File: src/rtl/edu_sched.sv
// edu_sched: round-robin scheduler sharing one Hamming(7,4) decoder among N_REQ requesters
module edu_sched #(
  parameter int N_REQ = 4,
  parameter int ID_W  = 2,
  parameter int CNT_W = 16
) (
  input  logic               clk,
  input  logic               rst_n,
  input  logic [N_REQ-1:0]   req_valid,
  input  logic [N_REQ*7-1:0] req_data,
  output logic [N_REQ-1:0]   req_ready,
  output logic               dec_valid,
  output logic [6:0]         dec_data,
  input  logic               dec_ready,
  input  logic               dec_rsp_valid,
  input  logic [6:0]         dec_rsp_data,
  input  logic [2:0]         dec_rsp_syn,
  output logic               rsp_valid,
  output logic [6:0]         rsp_data,
  output logic [ID_W-1:0]    rsp_id,
  output logic               rsp_corr,
  input  logic               rsp_ready,
  output logic [CNT_W-1:0]   corr_cnt,
  output logic               proto_err
);
  typedef enum logic [1:0] {IDLE, ISSUE, WAIT, RETURN} state_t;
  state_t state;
  logic [ID_W-1:0] rr_ptr, gnt, idx, cur_id;
  logic hit;
  logic [N_REQ-1:0][6:0] lane;
  assign lane = req_data;
  always_comb begin
    gnt = rr_ptr;
    idx = '0;
    hit = 1'b0;
    for (int k = 0; k < N_REQ; k++) begin
      idx = ID_W'((int'(rr_ptr) + k) % N_REQ);
      if (!hit && req_valid[idx]) begin
        hit = 1'b1;
        gnt = idx;
      end
    end
  end
  assign req_ready = (rst_n && state == IDLE && hit) ? {{(N_REQ-1){1'b0}}, 1'b1} << gnt : '0;
  always_ff @(posedge clk or negedge rst_n) begin
    if (!rst_n) begin
      state     <= IDLE;
      rr_ptr    <= '0;
      cur_id    <= '0;
      dec_valid <= 1'b0;
      dec_data  <= '0;
      rsp_valid <= 1'b0;
      rsp_data  <= '0;
      rsp_id    <= '0;
      rsp_corr  <= 1'b0;
      corr_cnt  <= '0;
      proto_err <= 1'b0;
    end else begin
      if (dec_rsp_valid && state != WAIT) proto_err <= 1'b1;
      case (state)
        IDLE: if (hit) begin
          dec_data  <= lane[gnt];
          cur_id    <= gnt;
          rr_ptr    <= (gnt == ID_W'(N_REQ-1)) ? '0 : gnt + 1'b1;
          dec_valid <= 1'b1;
          state     <= ISSUE;
        end
        ISSUE: if (dec_ready) begin
          dec_valid <= 1'b0;
          state     <= WAIT;
        end
        WAIT: if (dec_rsp_valid) begin
          rsp_data  <= dec_rsp_data;
          rsp_id    <= cur_id;
          rsp_corr  <= |dec_rsp_syn;
          if (|dec_rsp_syn && !(&corr_cnt)) corr_cnt <= corr_cnt + 1'b1;
          rsp_valid <= 1'b1;
          state     <= RETURN;
        end
        RETURN: if (rsp_ready) begin
          rsp_valid <= 1'b0;
          state     <= IDLE;
        end
      endcase
    end
  end
endmodule

File: config.mk
export PLATFORM = sky130hd
export DESIGN_NAME = edu_sched
export DESIGN_NICKNAME = d
export VERILOG_FILES = /design/src/rtl/edu_sched.sv
export SDC_FILE = /design/constraint.sdc
export NUM_CORES = 1
export LEC_CHECK = 0
export BUFFER_PORTS_ARGS = -buffer_cell sky130_fd_sc_hd__buf_2
export CAP_MARGIN = 20
export CORE_MARGIN = 3
export CORE_UTILIZATION = 52
export CTS_CLUSTER_DIAMETER = 80
export DETAILED_ROUTE_END_ITERATION = 8
export GPL_TIMING_DRIVEN = 0
export PLACE_DENSITY = 0.81
export RECOVER_POWER = 100
export SYNTH_ARGS = -nofsm -noshare
export SYNTH_HDL_FRONTEND = slang
export SYNTH_SLANG_ARGS = --single-unit
File: constraint.sdc
create_clock -name clk -period 6.3 [get_ports clk]
set_clock_uncertainty 0.1 [all_clocks]
set_input_delay 1.26 -clock clk [delete_from_list [all_inputs] [get_ports clk]]
set_output_delay 1.26 -clock clk [all_outputs]
set_load 0.01 [all_outputs]
=== Yosys cells after proc, flatten, opt, wreduce, memory -nomap -nowiden ===
Index checks and enable logic that the tools add are counted.

* $add $sub $neg: 5
* Order comparisons: 5
* Eq/ne operators: 9
* Shift-type cells: 1
* Multiplexer cells: 30
* Reduce and logical (&&, ||, !) cells: 22

{| class="wikitable"
|+ Operator list
! operator !! count
|-
| $add 16x1->16 const B || 1
|-
| $mux 2 || 8
|-
| $reduce_and 16->1 || 1
|-
| $lt 2x3->1 const B || 5
|-
| $bmux 7 s2 || 1
|-
| $mux 1 || 12
|-
| $ne 2x2->1 const B || 5
|-
| $reduce_and 3->1 || 3
|-
| $bmux 1 s2 || 4
|-
| $pmux 2 s4 || 1
|-
| $logic_and 1x1->1 || 7
|-
| $mux 7 || 1
|-
| $eq 2x2->1 const B || 3
|-
| $add 2x1->2 const B || 2
|-
| $add 2x2->2 const B || 2
|-
| $logic_not 1->1 || 4
|-
| $mux 4 || 1
|-
| $pmux 1 s2 || 2
|-
| $reduce_and 2->1 || 2
|-
| $reduce_and 4->1 || 1
|-
| $reduce_bool 2->1 || 2
|-
| $shl 1x2->4 const A || 1
|-
| $reduce_or 3->1 || 1
|-
| $eq 2x1->1 const B || 1
|-
| $logic_not 2->1 || 1
|}

* Bits in registers: 42
* Output and inout bits: 40

=== Depth between registers and ports, before layout ===
Gate-level depths: netlist (run 1).

* Word-level depth: 14
* Mapped depth: 7
* Mapped depth without buffers: 7

=== Worst setup path before layout (run 1) ===
No wires, ideal clock.

* Path type: input port to output port
* Start point: in req_valid[2]
* End point: out req_ready[0]
* Arrival time: 2.591 ns
* Required time: 4.940 ns
* Slack: 2.349 ns
* Cell stages on the path: 7
* Path through: a21bo_2 a21oi_2 nor3_4 buf_4 inv_2 ha_1 and3_1

* Cells in the longest elaborated chain, start to end: 14

{| class="wikitable"
|+ RTL lines
! item !! line !! source
|-
| from (decl) || 9 || <nowiki>input logic [N_REQ-1:0] req_valid,</nowiki>
|-
| $bmux 1 s2 || 38 || <nowiki>if (!hit && req_valid[idx]) begin</nowiki>
|-
| $mux 1 (not written as such) || 38 ||
|-
| $mux 1 || 38 ||
|-
| $logic_not 1->1 || 38 ||
|-
| $logic_and 1x1->1 || 38 ||
|-
| $mux 1 || 38 ||
|-
| $logic_not 1->1 || 38 ||
|-
| $logic_and 1x1->1 || 38 ||
|-
| $mux 1 || 38 ||
|-
| $logic_not 1->1 || 38 ||
|-
| $logic_and 1x1->1 || 38 ||
|-
| $mux 2 (*) || 38 ||
|-
| named net gnt[0] || 28 || <nowiki>logic [ID_W-1:0] rr_ptr, gnt, idx, cur_id;</nowiki>
|-
| $shl 1x2->4 (*) || 44 || <nowiki>assign req_ready = (rst_n && state == IDLE && hit) ? {{(N_REQ-1){1'b0}}, 1'b1} << gnt : '0;</nowiki>
|-
| $mux 4 (*) || 44 ||
|-
| to (decl) || 11 || <nowiki>output logic [N_REQ-1:0] req_ready,</nowiki>
|}

The timed path passes the listed nets; every way through them passes the cells marked *. The select of a mux whose other input is x is not followed.

=== Worst setup path after layout (run 1) ===
Ends and elaborated chain as after synthesis.

==> impl_metrics.py, run 1 <==
metrics = {
    "worst_setup_path": {
        "crit_path_end_kind": "output port",
        "path_cells": "buf_2 > a21bo_2 > a21oi_1 > nor3_1 > buf_4 > inv_2 > ha_1 > and3_1 > clkbuf_1",
        "crit_type": "in2out",
        "r2r_cells": 6,
        "critPathLaunchType": "input pin",
        "critical_path_required_ps": 4940,
        "crit_path_max_incr_delay_ps": 1140,
        "reg2reg_slack_ps": 3240,
        "cp_max_fo": 11,
        "slowest_stage": "nor3_1",
        "r2r-start": "rr_ptr[1]",
        "rr_endpoint": "rr_ptr[1]",
        "cp.arrival_ps": 3810,
    },
    "synth": {
        "synthTopCellsByArea": "dfrtp_1, mux2_2, ha_1",
        "yosysWarningCount": 0,
        "yosys.area.top_type_share_pct": 47.1,
        "synth.avg_cell_area_um2": 11.0,
        "netlist_area_um2": 2230,
        "ys_types": 44,
        "synth_nets": 259,
        "synth_edf_count": 0,
        "synth_seq_cells": 42,
        "synth.most_common_cell": "dfrtp_1",
        "ys.flop_type": "dfrtp_1",
        "synthCells": 203,
        "async_flop_share_pct": 100,
        "synth.yosys.seq_area_share_pct": 47.1,
        "yosys-top-cells-count": "dfrtp_1, nand2_1, a211oi_1",
        "synth_top_cell_by_area": "dfrtp_1",
    },
    "routing": {
        "vias_per_cell": 5.55,
        "drt-initial-drc-count": 66,
        "wirelength_mm": 5.20,
        "drt-wirelength-per-cell_um": 15.0,
        "ant_nets": 0,
        "drc": 0,
        "vias": 1927,
        "drt_first_pass_iters": 4,
    },
    "power_and_ir_drop": {
        "max-vdd-ir-drop_mv": 0.267,
        "leakagePower_uw": 0.00128,
        "power.density_nw_per_um2": 405,
        "total_power_uw": 1110,
    },
    "sta": {
        "rsz0062_at_grt": "no",
        "post-route-period-util_pct": 82.1,
        "period_needed_ps": 5170,
        "slew_headroom_pct": -56.4,
        "hold_viol": 0,
        "max_freq_ghz": 0.193,
        "setup_viol": 0,
        "tightestPinTransition_ps": 2350,
        "maxSlewViolCount": 47,
        "tns_ps": 0,
    },
    "cts": {
        "cts_made_buffers": 5,
        "clock_sinks": 42,
        "cts_tree": "built",
        "hold_buffers": 0,
        "cts_resized": 0,
        "worstSkewPairLatency_ps": 290,
        "cts.clk_slew.worst_paths_ps": 80,
        "htree_levels": 2,
        "clockBufferDepth": 2,
        "cts-root-buf": "clkbuf_8",
        "post_cts_buffers": 0,
    },
    "layout": {
        "fill_cells": 344,
        "nets": 352,
        "finalCoreUtilization_pct": 67.7,
        "antennaDiodeCount": 0,
        "syn_to_final_growth_pct": 22.9,
        "final_area_um2": 2750,
        "drive_above_1_share_pct": 22.9,
    },
    "job": {
        "cap_violations": 1,
    },
    "hold_path": {
        "worstHoldPathCells": 1,
        "hold_path_end": "proto_err",
        "hp-class": "reg2reg",
        "hold_start": "proto_err",
    },
    "place": {
        "portBuffers": 86,
        "placed_cell_area_um2": 2730,
        "gp_congestion": 0.862,
        "dp.final_hpwl_mm": 3.92,
    },
    "die": {
        "die_h_um": 71.5,
        "dieArea_um2": 5120,
        "start_util_pct": 55.0,
        "die_w_um": 71.5,
        "core_area_um2": 4060,
        "row_count": 23,
        "pin_count": 87,
    },
    "global_route": {
        "met2_usage_pct": 34.7,
        "grt_pass1_wl_mm": 8.56,
        "grt_pass1_vias": 1945,
        "grt_max_degree": 47,
        "overflow": 0,
        "antenna_found_initial": 0,
        "grt_most_used_layer": "met2",
        "track_usage_pct": 20.7,
        "met3_usage_pct": 6.17,
        "grtUsageMet1_pct": 25.8,
    },
    "status": {
        "outcome": "finished, violations left",
        "failed_checks": "max-capacitance violations, max-slew violations",
    },
}
-- stage by stage --
| step | hold WS, ps | cells | setup WS, ps |
|---|---|---|---|
| floorplan | 377 | 203 | 2350 |
| global placement | 342 | 339 | 1930 |
| detailed placement | 346 | 339 | 1900 |
| CTS | 366 | 347 | 1890 |
| global route | 416 | 347 | 950 |
| finish | 371 | 347 | 1130 |
-- cell families after synthesis --
logic type               share of synthesized area, %
AO/OA/AOI/OAI                                    14.6
flip-flops                                       47.1
AND/OR/NAND/NOR                                  16.1
buffers and inverters                            2.02
XOR/XNOR                                         5.49
adder cells (fa/ha/maj)                          5.04
multiplexers                                     9.69
-- state kept, by name, summed over array words and instances, names as in the netlist, 2 cells and up --
| signal | count |
|---|---|
| state | 2 |
| rr_ptr | 2 |
| dec_data | 7 |
| corr_cnt | 16 |
| rsp_data | 7 |
| cur_id | 2 |
| rsp_id | 2 |
-- worst max-delay path: cells and delay by family --
family                     cells  cell delay, ps
AOI/OAI and AO/OA              2             380
buffers and inverters          4             680
and+or+nand+nor                2            1300
adders and majority gates      1             180
-- layout by cell type, fill, tap and decap left out, types with 2 or more instances in the layout --
master,n
o31a_1,6
nor2b_1,4
mux2_2,11
inv_1,6
nor2_1,9
and2_1,2
nand2_1,14
mux2_1,2
and3_1,10
clkbuf_1,46
a211oi_1,13
a21oi_1,6
nor3_1,5
nand3_1,7
clkbuf_8,5
nor4_1,2
nand4_1,2
mux2i_1,7
a21o_1,2
buf_2,43
nand2b_1,3
xor2_1,6
dfrtp_1,42
xnor2_1,8
o21ai_0,7
ha_1,9
-- cell type report --
| type | instances | area, um^2 | share of cell area [%] |
|---|---|---|---|
| Inverter | 7 | 26.3 | 0.957 |
| Timing Repair Buffer | 86 | 377 | 13.7 |
| Clock inverter | 3 | 43.8 | 1.60 |
| Buffer | 4 | 18.8 | 0.684 |
| Tap cell | 50 | 62.6 | 2.28 |
| Multi-Input combinational cell | 150 | 1100 | 40.0 |
| Clock buffer | 5 | 68.8 | 2.51 |
| Sequential cell | 42 | 1050 | 38.3 |
-- report_power, final --
part           internal, uW  leakage, uW  switching [uW]  total, uW
Combinational           199     0.000712             265        464
Sequential              366     0.000512            66.9        433
Clock                   119    0.0000585            97.3        216
-- worst max path at each step --
stage	end	start	depth (start not counted)
after global placement	req_ready[2]	req_valid[3]	9
after floorplan	req_ready[0]	req_valid[2]	7
after CTS	req_ready[0]	req_valid[3]	9
after global routing	req_ready[0]	req_valid[3]	9
after detailed placement	req_ready[0]	req_valid[3]	9
final	req_ready[0]	req_valid[2]	9
-- layer usage --
layer  vias up  part of all wire, %
met5         -                    0
met4         0                  1.1
met3         8                  8.7
met2        78                   48
met1       915                   42
li1        926                    -
(Power assumes the default switching activity.)
==> inputs of run 2 (changes only) <==
Settings changed: CORE_UTILIZATION 52 to 49, PLACE_DENSITY 0.81 to 0.77.
Clock period 6.3 ns to 5.4 ns, I/O delays scaled along.
==> impl_metrics.py, run 2 (same netlist as run 1, synthesis figures left out) <==
metrics = {
    "global_route": {
        "grt_pass1_wl_mm": 8.01,
        "antenna_found_initial": 0,
        "grt_pass1_vias": 1769,
        "track_usage_pct": 19.2,
        "grt_max_degree": 47,
        "overflow": 0,
    },
    "die": {
        "dieArea_um2": 5400,
        "core_area_um2": 4200,
        "start_util_pct": 53.2,
        "die_w_um": 73.5,
        "die_h_um": 73.5,
        "row_count": 23,
        "pin_count": 87,
    },
    "sta": {
        "rsz0062_at_grt": "no",
        "hold_viol": 0,
        "max_freq_ghz": 0.223,
        "post-route-period-util_pct": 83.1,
        "slew_headroom_pct": 21.7,
        "tns_ps": 0,
        "setup_viol": 0,
        "tightestPinTransition_ps": 1160,
        "maxSlewViolCount": 0,
        "period_needed_ps": 4490,
        "hold_ws_ps": 368,
    },
    "cts": {
        "cts_resized": 0,
        "hold_buffers": 0,
        "worstSkewPairLatency_ps": 300,
        "cts.clk_slew.worst_paths_ps": 80,
        "htree_levels": 2,
        "cts-root-buf": "clkbuf_8",
        "post_cts_buffers": 0,
        "clock_sinks": 42,
        "cts_tree": "built",
        "clockBufferDepth": 2,
        "cts_made_buffers": 5,
    },
    "power_and_ir_drop": {
        "leakagePower_uw": 0.00128,
        "max-vdd-ir-drop_mv": 0.335,
        "power.density_nw_per_um2": 455,
    },
    "worst_setup_path": {
        "critical_path_required_ps": 4220,
        "critPathLaunchType": "input pin",
        "crit_path_end_kind": "output port",
        "cp.arrival_ps": 3310,
        "cp_max_fo": 11,
        "crit_type": "in2out",
    },
    "status": {
        "outcome": "finished, final reports clean",
    },
    "hold_path": {
        "hp-class": "reg2reg",
    },
    "layout": {
        "antennaDiodeCount": 0,
        "drive_above_1_share_pct": 22.8,
        "final_cell_mix": "clkbuf_1, buf_2, dfrtp_1",
        "top_regs": "corr_cnt (16), dec_data (7), rsp_data (7)",
        "largest_reg_flops": 16,
        "fill_cells": 382,
        "top_register": "corr_cnt",
        "syn_to_final_growth_pct": 23.2,
        "nets": 353,
        "final_common_cell": "clkbuf_1",
    },
    "routing": {
        "drt-initial-drc-count": 65,
        "wirelength_mm": 5.18,
        "vias": 1881,
        "vias_per_cell": 5.41,
        "drt_first_pass_iters": 4,
        "ant_nets": 0,
        "drt-wirelength-per-cell_um": 14.9,
        "drc": 0,
    },
    "place": {
        "portBuffers": 86,
        "gp_congestion": 0.869,
        "dp.final_hpwl_mm": 3.86,
    },
    "job": {
        "cap_violations": 0,
    },
}
==> run 2: area by class of cell <==
| class | count | area, um^2 | area share (%) |
|---|---|---|---|
| Timing Repair Buffer | 87 | 397 | 14.4 |
| Multi-Input combinational cell | 150 | 1110 | 40.3 |
| Clock buffer | 5 | 68.8 | 2.50 |
| Inverter | 7 | 26.3 | 0.955 |
| Tap cell | 50 | 62.6 | 2.27 |
| Sequential cell | 42 | 1050 | 38.2 |
| Clock inverter | 3 | 23.8 | 0.864 |
| Buffer | 4 | 15.0 | 0.545 |
==> run 2: path summary, 6_finish.rpt <==
path | startpoint | end | depth (start not counted) | slack, ps
hold / removal | proto_err | proto_err | 1 | 370
max in group asynchronous | rst_n | rsp_id[1] | 2 | 3680
min in group asynchronous | rst_n | corr_cnt[2] | 1 | 830
setup / recovery | req_valid[3] | req_ready[2] | 9 | 910
setup reg to reg | state[0] | corr_cnt[9] | 7 | 2540
hold reg to reg | proto_err | proto_err | 1 | 370
==> run 2: routing by layer <==
layer  share of wire (%)  wire (um)  global-route usage, %
met5                   0          0                      0
met3                 7.9        408                   4.38
met1                  44       2290                   24.2
met2                  47       2440                   32.8
met4                0.73         38                   5.43
==> run 2: stage by stage <==
stage | setup WS, ps | std cells | util (%) | total power, uW | cell area, um^2
finish | 914 | 348 | 65.5 | 1250 | 2750
global route | 656 | 348 | 65.5 | 1350 | 2750
CTS | 1370 | 347 | 67.1 | 1300 | 2820
detailed placement | 1380 | 339 | 64.9 | 1080 | 2730
global placement | 1410 | 339 | 64.9 | 1060 | 2730
floorplan | 1810 | 203 | - | 876 | 2230
==> run 2: critical path, stage by stage <==
cell	delay [ps]
clkbuf_1	200
nand2b_1	180
a21oi_1	240
nor3_4	520
clkbuf_1	450
inv_1	130
ha_1	210
and3_1	150
buf_2	130
==> run 2: report_power, final <==
group | switching [uW] | internal, uW | total, uW | leakage (uW)
clock | 116 | 92.5 | 209 | 0.0000408
combinational | 305 | 233 | 539 | 0.000723
sequential | 78.4 | 427 | 505 | 0.000512
